<file path="src/rtl/mem_pkg.sv">
// rtl/mem_pkg.sv - shared types and widths for the 16-bit load/store memory access unit.
package mem_pkg;

  localparam int BYTE_W     = 8;
  localparam int WORD_W     = 16;
  localparam int ADDR_W_DEF = 8;

  typedef enum logic [1:0] {
    IDLE = 2'd0,
    HI   = 2'd1,
    LO   = 2'd2,
    DONE = 2'd3
  } state_t;

endpackage

</file>
<file path="src/rtl/mem_access_unit.sv">
// rtl/mem_access_unit.sv - 16-bit load/store sequenced as two big-endian byte accesses.
// Optional misaligned-address rejection under MEM_ALIGN_CHECK_EN.
module mem_access_unit
  import mem_pkg::*;
#(
  parameter int ADDR_W = ADDR_W_DEF
) (
  input  logic              clk,
  input  logic              rst_n,
  input  logic              req_valid,
  output logic              req_ready,
  input  logic              req_write,
  input  logic [ADDR_W-1:0] req_addr,
  input  logic [WORD_W-1:0] req_wdata,
  output logic              rsp_valid,
  output logic [WORD_W-1:0] rsp_rdata,
  output logic              rsp_err,
  output logic [ADDR_W-1:0] mem_addr,
  output logic              mem_write,
  output logic [BYTE_W-1:0] mem_wdata,
  input  logic [BYTE_W-1:0] mem_rdata
);

  state_t              state, next;
  logic [ADDR_W-1:0]   addr_q;
  logic                write_q;
  logic [WORD_W-1:0]   wdata_q;
  logic [BYTE_W-1:0]   hi_q;
  logic                err_q;
  logic                misalign;

`ifdef MEM_ALIGN_CHECK_EN
  assign misalign = req_addr[0];
`else
  assign misalign = 1'b0;
`endif

  always_ff @(posedge clk or negedge rst_n) begin
    if (!rst_n) state <= IDLE;
    else        state <= next;
  end

  always_comb begin
    next      = state;
    req_ready = 1'b0;
    rsp_valid = 1'b0;
    rsp_err   = 1'b0;
    mem_addr  = addr_q;
    mem_write = 1'b0;
    mem_wdata = '0;
    case (state)
      IDLE: begin
        req_ready = 1'b1;
        if (req_valid) next = misalign ? DONE : HI;
      end
      HI: begin
        mem_write = write_q;
        mem_wdata = wdata_q[WORD_W-1:BYTE_W];
        next      = LO;
      end
      LO: begin
        mem_addr  = addr_q + ADDR_W'(1);
        mem_write = write_q;
        mem_wdata = wdata_q[BYTE_W-1:0];
        next      = DONE;
      end
      DONE: begin
        rsp_valid = 1'b1;
        rsp_err   = err_q;
        next      = IDLE;
      end
      default: next = IDLE;
    endcase
  end

  // The high byte is parked in hi_q so rsp_rdata only changes when a load completes.
  always_ff @(posedge clk or negedge rst_n) begin
    if (!rst_n) begin
      addr_q    <= '0;
      write_q   <= 1'b0;
      wdata_q   <= '0;
      hi_q      <= '0;
      err_q     <= 1'b0;
      rsp_rdata <= '0;
    end else begin
      case (state)
        IDLE: begin
          if (req_valid) begin
            addr_q  <= req_addr;
            write_q <= req_write;
            wdata_q <= req_wdata;
            err_q   <= misalign;
          end
        end
        HI: begin
          if (!write_q) hi_q <= mem_rdata;
        end
        LO: begin
          if (!write_q) rsp_rdata <= {hi_q, mem_rdata};
        end
        default: ;
      endcase
    end
  end

endmodule

</file>
<file path="config.mk">
export PLATFORM = sky130hd
export DESIGN_NAME = mem_access_unit
export DESIGN_NICKNAME = d
export VERILOG_FILES = /design/src/rtl/mem_pkg.sv /design/src/rtl/mem_access_unit.sv
export SDC_FILE = /design/constraint.sdc
export NUM_CORES = 1
export LEC_CHECK = 0
export BUFFER_PORTS_ARGS = -buffer_cell sky130_fd_sc_hd__buf_4
export CORE_MARGIN = 2
export CORE_UTILIZATION = 50
export DETAILED_ROUTE_END_ITERATION = 7
export PLACE_DENSITY = 0.78
export SLEW_MARGIN = 5
export SYNTH_ARGS = -nofsm -noshare
export SYNTH_HDL_FRONTEND = slang
export SYNTH_SLANG_ARGS = --single-unit
</file>
<file path="constraint.sdc">
create_clock -name clk -period 1.9 [get_ports clk]
set_clock_uncertainty 0.1 [all_clocks]
set_input_delay 0.095 -clock clk [delete_from_list [all_inputs] [get_ports clk]]
set_output_delay 0.095 -clock clk [all_outputs]
set_load 0.03 [all_outputs]
</file>
Word level (Yosys, flattened, before mapping)
Index checks and enable logic that the tools add are counted.
{"block": "totals", "ff_bits": 51, "latchBits": 0, "mem_bits_rw": 0, "rom_bits": 0, "input_bits": 36, "out_inout_bits": 36, "wordCells": 24, "memories": 0}
{"block": "op_classes", "addsub": 1, "n_mul": 0, "div": 0, "n_lt_le_gt_ge": 0, "n_eq_ne": 4, "shifts": 0, "mux": 7, "bitwise_logic": 1, "n_reduce_logical": 5}
{"cell": "8-bit one-hot mux with 2 select lines", "count": 1}
{"cell": "8-bit by 1-bit adder with 8-bit output (second input constant)", "count": 1}
{"cell": "8-bit two-way mux", "count": 1}
{"cell": "2-bit one-hot mux with 4 select lines", "count": 1}
{"cell": "2-bit AND reduction", "count": 3}
{"cell": "2-bit equality test (second input constant)", "count": 2}
{"cell": "1-bit two-way mux", "count": 3}
{"cell": "2-bit by 1-bit equality test with 1-bit output (second input constant)", "count": 1}
{"cell": "2-bit zero test", "count": 1}
{"cell": "2-bit two-way mux", "count": 1}
{"cell": "2-bit inequality test (second input constant)", "count": 1}
{"cell": "2-bit OR reduction", "count": 1}
{"cell": "1-bit NOT", "count": 1}

Logic depth before layout (Yosys ltp)
{"block": "depth", "ltp_word": 3, "ltp_mapped": 6}

Least setup slack after synthesis
Ideal clock, no wire load.
{"block": "synth_timing", "kind": "register to output", "start": "register state[0]", "end": "output mem_addr[7]", "arrival_time_ns": 1.645, "slack_ns": 0.060, "path_stages_with_launch": 6, "path_buffers": 0, "path_cell_list": "dfrtp_1 inv_1 ha_1 nand2_1 nor4_2 xor2_1"}
{"block": "synth_between", "elab_chain_len": 2}
{"element": "start, declared", "line_no": "mem_access_unit.sv:24", "text": "state_t state, next;"}
{"element": "start signal, assigned", "line_no": "mem_access_unit.sv:40", "text": "else state <= next;"}
{"element": "2-bit equality test", "line_no": "mem_access_unit.sv:51", "text": "case (state)"}
{"element": "8-bit two-way mux", "line_no": "mem_access_unit.sv:51"}
{"element": "end, declared", "line_no": "mem_access_unit.sv:18", "text": "output logic [ADDR_W-1:0] mem_addr,"}
Every way passes these cells.

Worst setup path after layout
{"block": "layout_timing", "start": "register state[0]", "end": "output mem_addr[6]"}
The elaborated chain is that of the path after synthesis.

==> flow_summary.yaml <==
outcome:
  status: "finished, final reports clean"
synthesis:
  syn_nets: 204
  ys_seq_area_share_pct: 55.3
  synth.distinct_cells: 26
  yosysWarnings: 0
  ys_seq_elements: 51
  postSynthAreaPerCell_um2: 14.2
  synth_area_um2: 2310
  synth_cells: 162
floorplan:
  dieWidth_um: 71.9
  rows: 24
  die_h_um: 71.9
  io_pins: 72
  die_area_um2: 5170
  coreArea_um2: 4410
  initial_core_util_pct: 52.3
pwr:
  p_leak_nw: 1.59
  powerDensity_nw_per_um2: 1800
  power_mw: 6.14
  ir_drop_v: 0.000964
timing:
  max_freq_mhz: 551
  final-hold-violation-count: 0
  min_period_ns: 1.81
  slew_viol_final: 0
  hold_slack_ns: 0.262
  finalSetupViolCount: 0
  max_slew_margin_pct: 58.4
  worst_slew_pin_slew_ns: 0.624
  finalCritPeriodShare_pct: 95.4
  rsz0062_at_grt: "yes"
  worst_slack_ns: 0.0867
critical_path:
  rrSetupSlack_ns: 0.30
  path_cells: "inv_2, ha_4, nand4_1, nor2_1, xor2_1, buf_4"
  crit_required_ns: 1.70
  path_max_fanout: 6
  end_kind: "output pin"
  critPathArrivalTime_ns: 1.62
  start_kind: "flop"
  cp_top_family: "flip-flops"
  r2r-end: "hi_q[7]"
  slowest_stage: "dfrtp_1"
  worst-path-buf-inv: 2
  cp_slowest_stage_delay_ns: 0.39
  reg2reg_depth: 5
  r2r_start: "state[1]"
  path_class: "reg -> out"
layout:
  fin_area_um2: 3410
  seqCellArea_um2: 1280
  final_common_cell: "buf_4"
  antenna_cells: 0
  drive_gt1_share_pct: 53.6
  final_cell_mix: "buf_4 (74), dfrtp_1 (50), mux2_2 (40)"
  multi_input_area_um2: 997
  final_nets: 315
  fillCellCount: 281
  syn2layout_area_growth_pct: 47.7
place:
  place_ws_ns: 0.169
  io_buffer_count: 70
  dpl.hpwl_mm: 3.02
  place_congestion: 0.838
  dpl_cell_area_um2: 2900
detailed_routing:
  num_vias: 1608
  firstDrtPassIters: 4
  initialDrtViolationCount: 56
  ant_nets: 0
  routed_wl_mm: 4.65
  dr_wl_met3_um: 208
  wl_per_cell_um: 14.3
  wl_met1_mm: 2.06
  wl_met2_mm: 2.34
  vias_per_cell: 4.93
  highest_layer: "met4"
  route.detailed.drc: 0
cts:
  path_clk_slew_ns: 0.09
  cts_max_level: 2
  cts_buffer_depth: 2
  clock_latency_ns: 0.30
  cts_tree: "yes"
  cts_sinks: 51
  cts_root_buf: "clkbuf_8"
  cts_buffers: 5
global_routing:
  grt_max_degree: 52
  grt_usage_pct: 20.1
  grt_first_pass_wirelength_mm: 7.97
  antenna_found_initial: 0
  grt_pass1_vias: 1675
  overflow: 0
flow_run:
  drv_cap: 0
worst_hold_path:
  hold_class: "in -> async"
## cell usage after synthesis, drive strengths merged
cell	n	share of area [%]
mux2	50	26
dfrtp	51	55
nor4	1	0.54
buf	7	2.7
o21ai	1	0.22
nor2	4	0.65
nand4	1	0.27
xor2	5	1.9
nand2b	1	0.27
nor2b	9	2.4
ha	6	3.3
nand2	7	1.2
conb	1	0.16
o31ai	1	0.33
nor3	1	0.22
inv	3	0.49
clkbuf	1	0.16
and2	1	0.27
a21oi	1	0.22
xnor2	2	0.76
a22oi	8	2.6
## cell type report
cell class | instances | area share [%]
Tap cell | 52 | 1.91
Inverter | 3 | 0.331
Sequential cell | 51 | 37.5
Clock buffer | 6 | 2.42
Clock inverter | 2 | 0.477
Multi-Input combinational cell | 100 | 29.3
Timing Repair Buffer | 112 | 28.1
## sequential cells by signal, summed over array words and instances (netlist names)
name	count
state	2
rsp_rdata	16
hi_q	8
write_q	1
wdata_q	16
addr_q	8
## worst register-to-register path, cell delays in order (launching register included)
cell and delay [ns]:
dfrtp_2 0.47, inv_2 0.09, ha_2 0.18, nor2b_1 0.13, buf_4 0.18, mux2_2 0.34
## routing by layer
metal	track usage, %	vias up
li1	-	782
met2	33.3	45
met3	5.00	4
met5	0	-
met1	26.4	777
met4	5.66	0
## cell families (layout without fill, tap and decap cells)
kind of cell | after synthesis | count (layout) | synth area share, %
other | 1 | 1 | 0.163
DFF | 51 | 51 | 55.3
buffers and inverters | 11 | 123 | 3.31
AOI/OAI and AO/OA | 11 | 11 | 3.36
xor gates and xnor gates | 7 | 7 | 2.66
adders and majority gates | 6 | 6 | 3.25
muxes | 50 | 50 | 26.0
and+or+nand+nor | 25 | 25 | 5.91
## worst max path at each step
stage,start,to,cells after the start
2_1_floorplan,state[0],mem_addr[7],5
3_3_place_gp,state[0],mem_addr[7],6
3_5_place_dp,state[0],mem_addr[7],6
4_1_cts,state[0],mem_addr[7],6
5_1_grt,state[0],mem_addr[6],6
6_report,state[0],mem_addr[6],6
## metrics by stage
stage / utilization (%) / instances / TNS, ns
after floorplan: - / 162 / 0
after global placement: 65.6 / 281 / 0
after detailed placement: 65.6 / 281 / 0
after CTS: 76.2 / 325 / 0
after global routing: 77.2 / 326 / -0.0407
final: 77.2 / 326 / 0
## timing repair
item / CTS / global route
endpoints found under the setup margin: 8 / 12
pin swaps: 0 / 5
hold endpoints to repair: 94 / 0
gates resized for setup: 3 / 10
setup buffers: 1 / 1
hold buffers: 35 / 0
## power breakdown
group	internal (mW)	switching, mW	leakage, nW
clock	0.298	0.354	0.0474
sequential	1.65	0.358	0.601
combinational	1.72	1.76	0.942
total	3.67	2.48	1.59
Note: power is estimated with default switching activity, not from simulation.
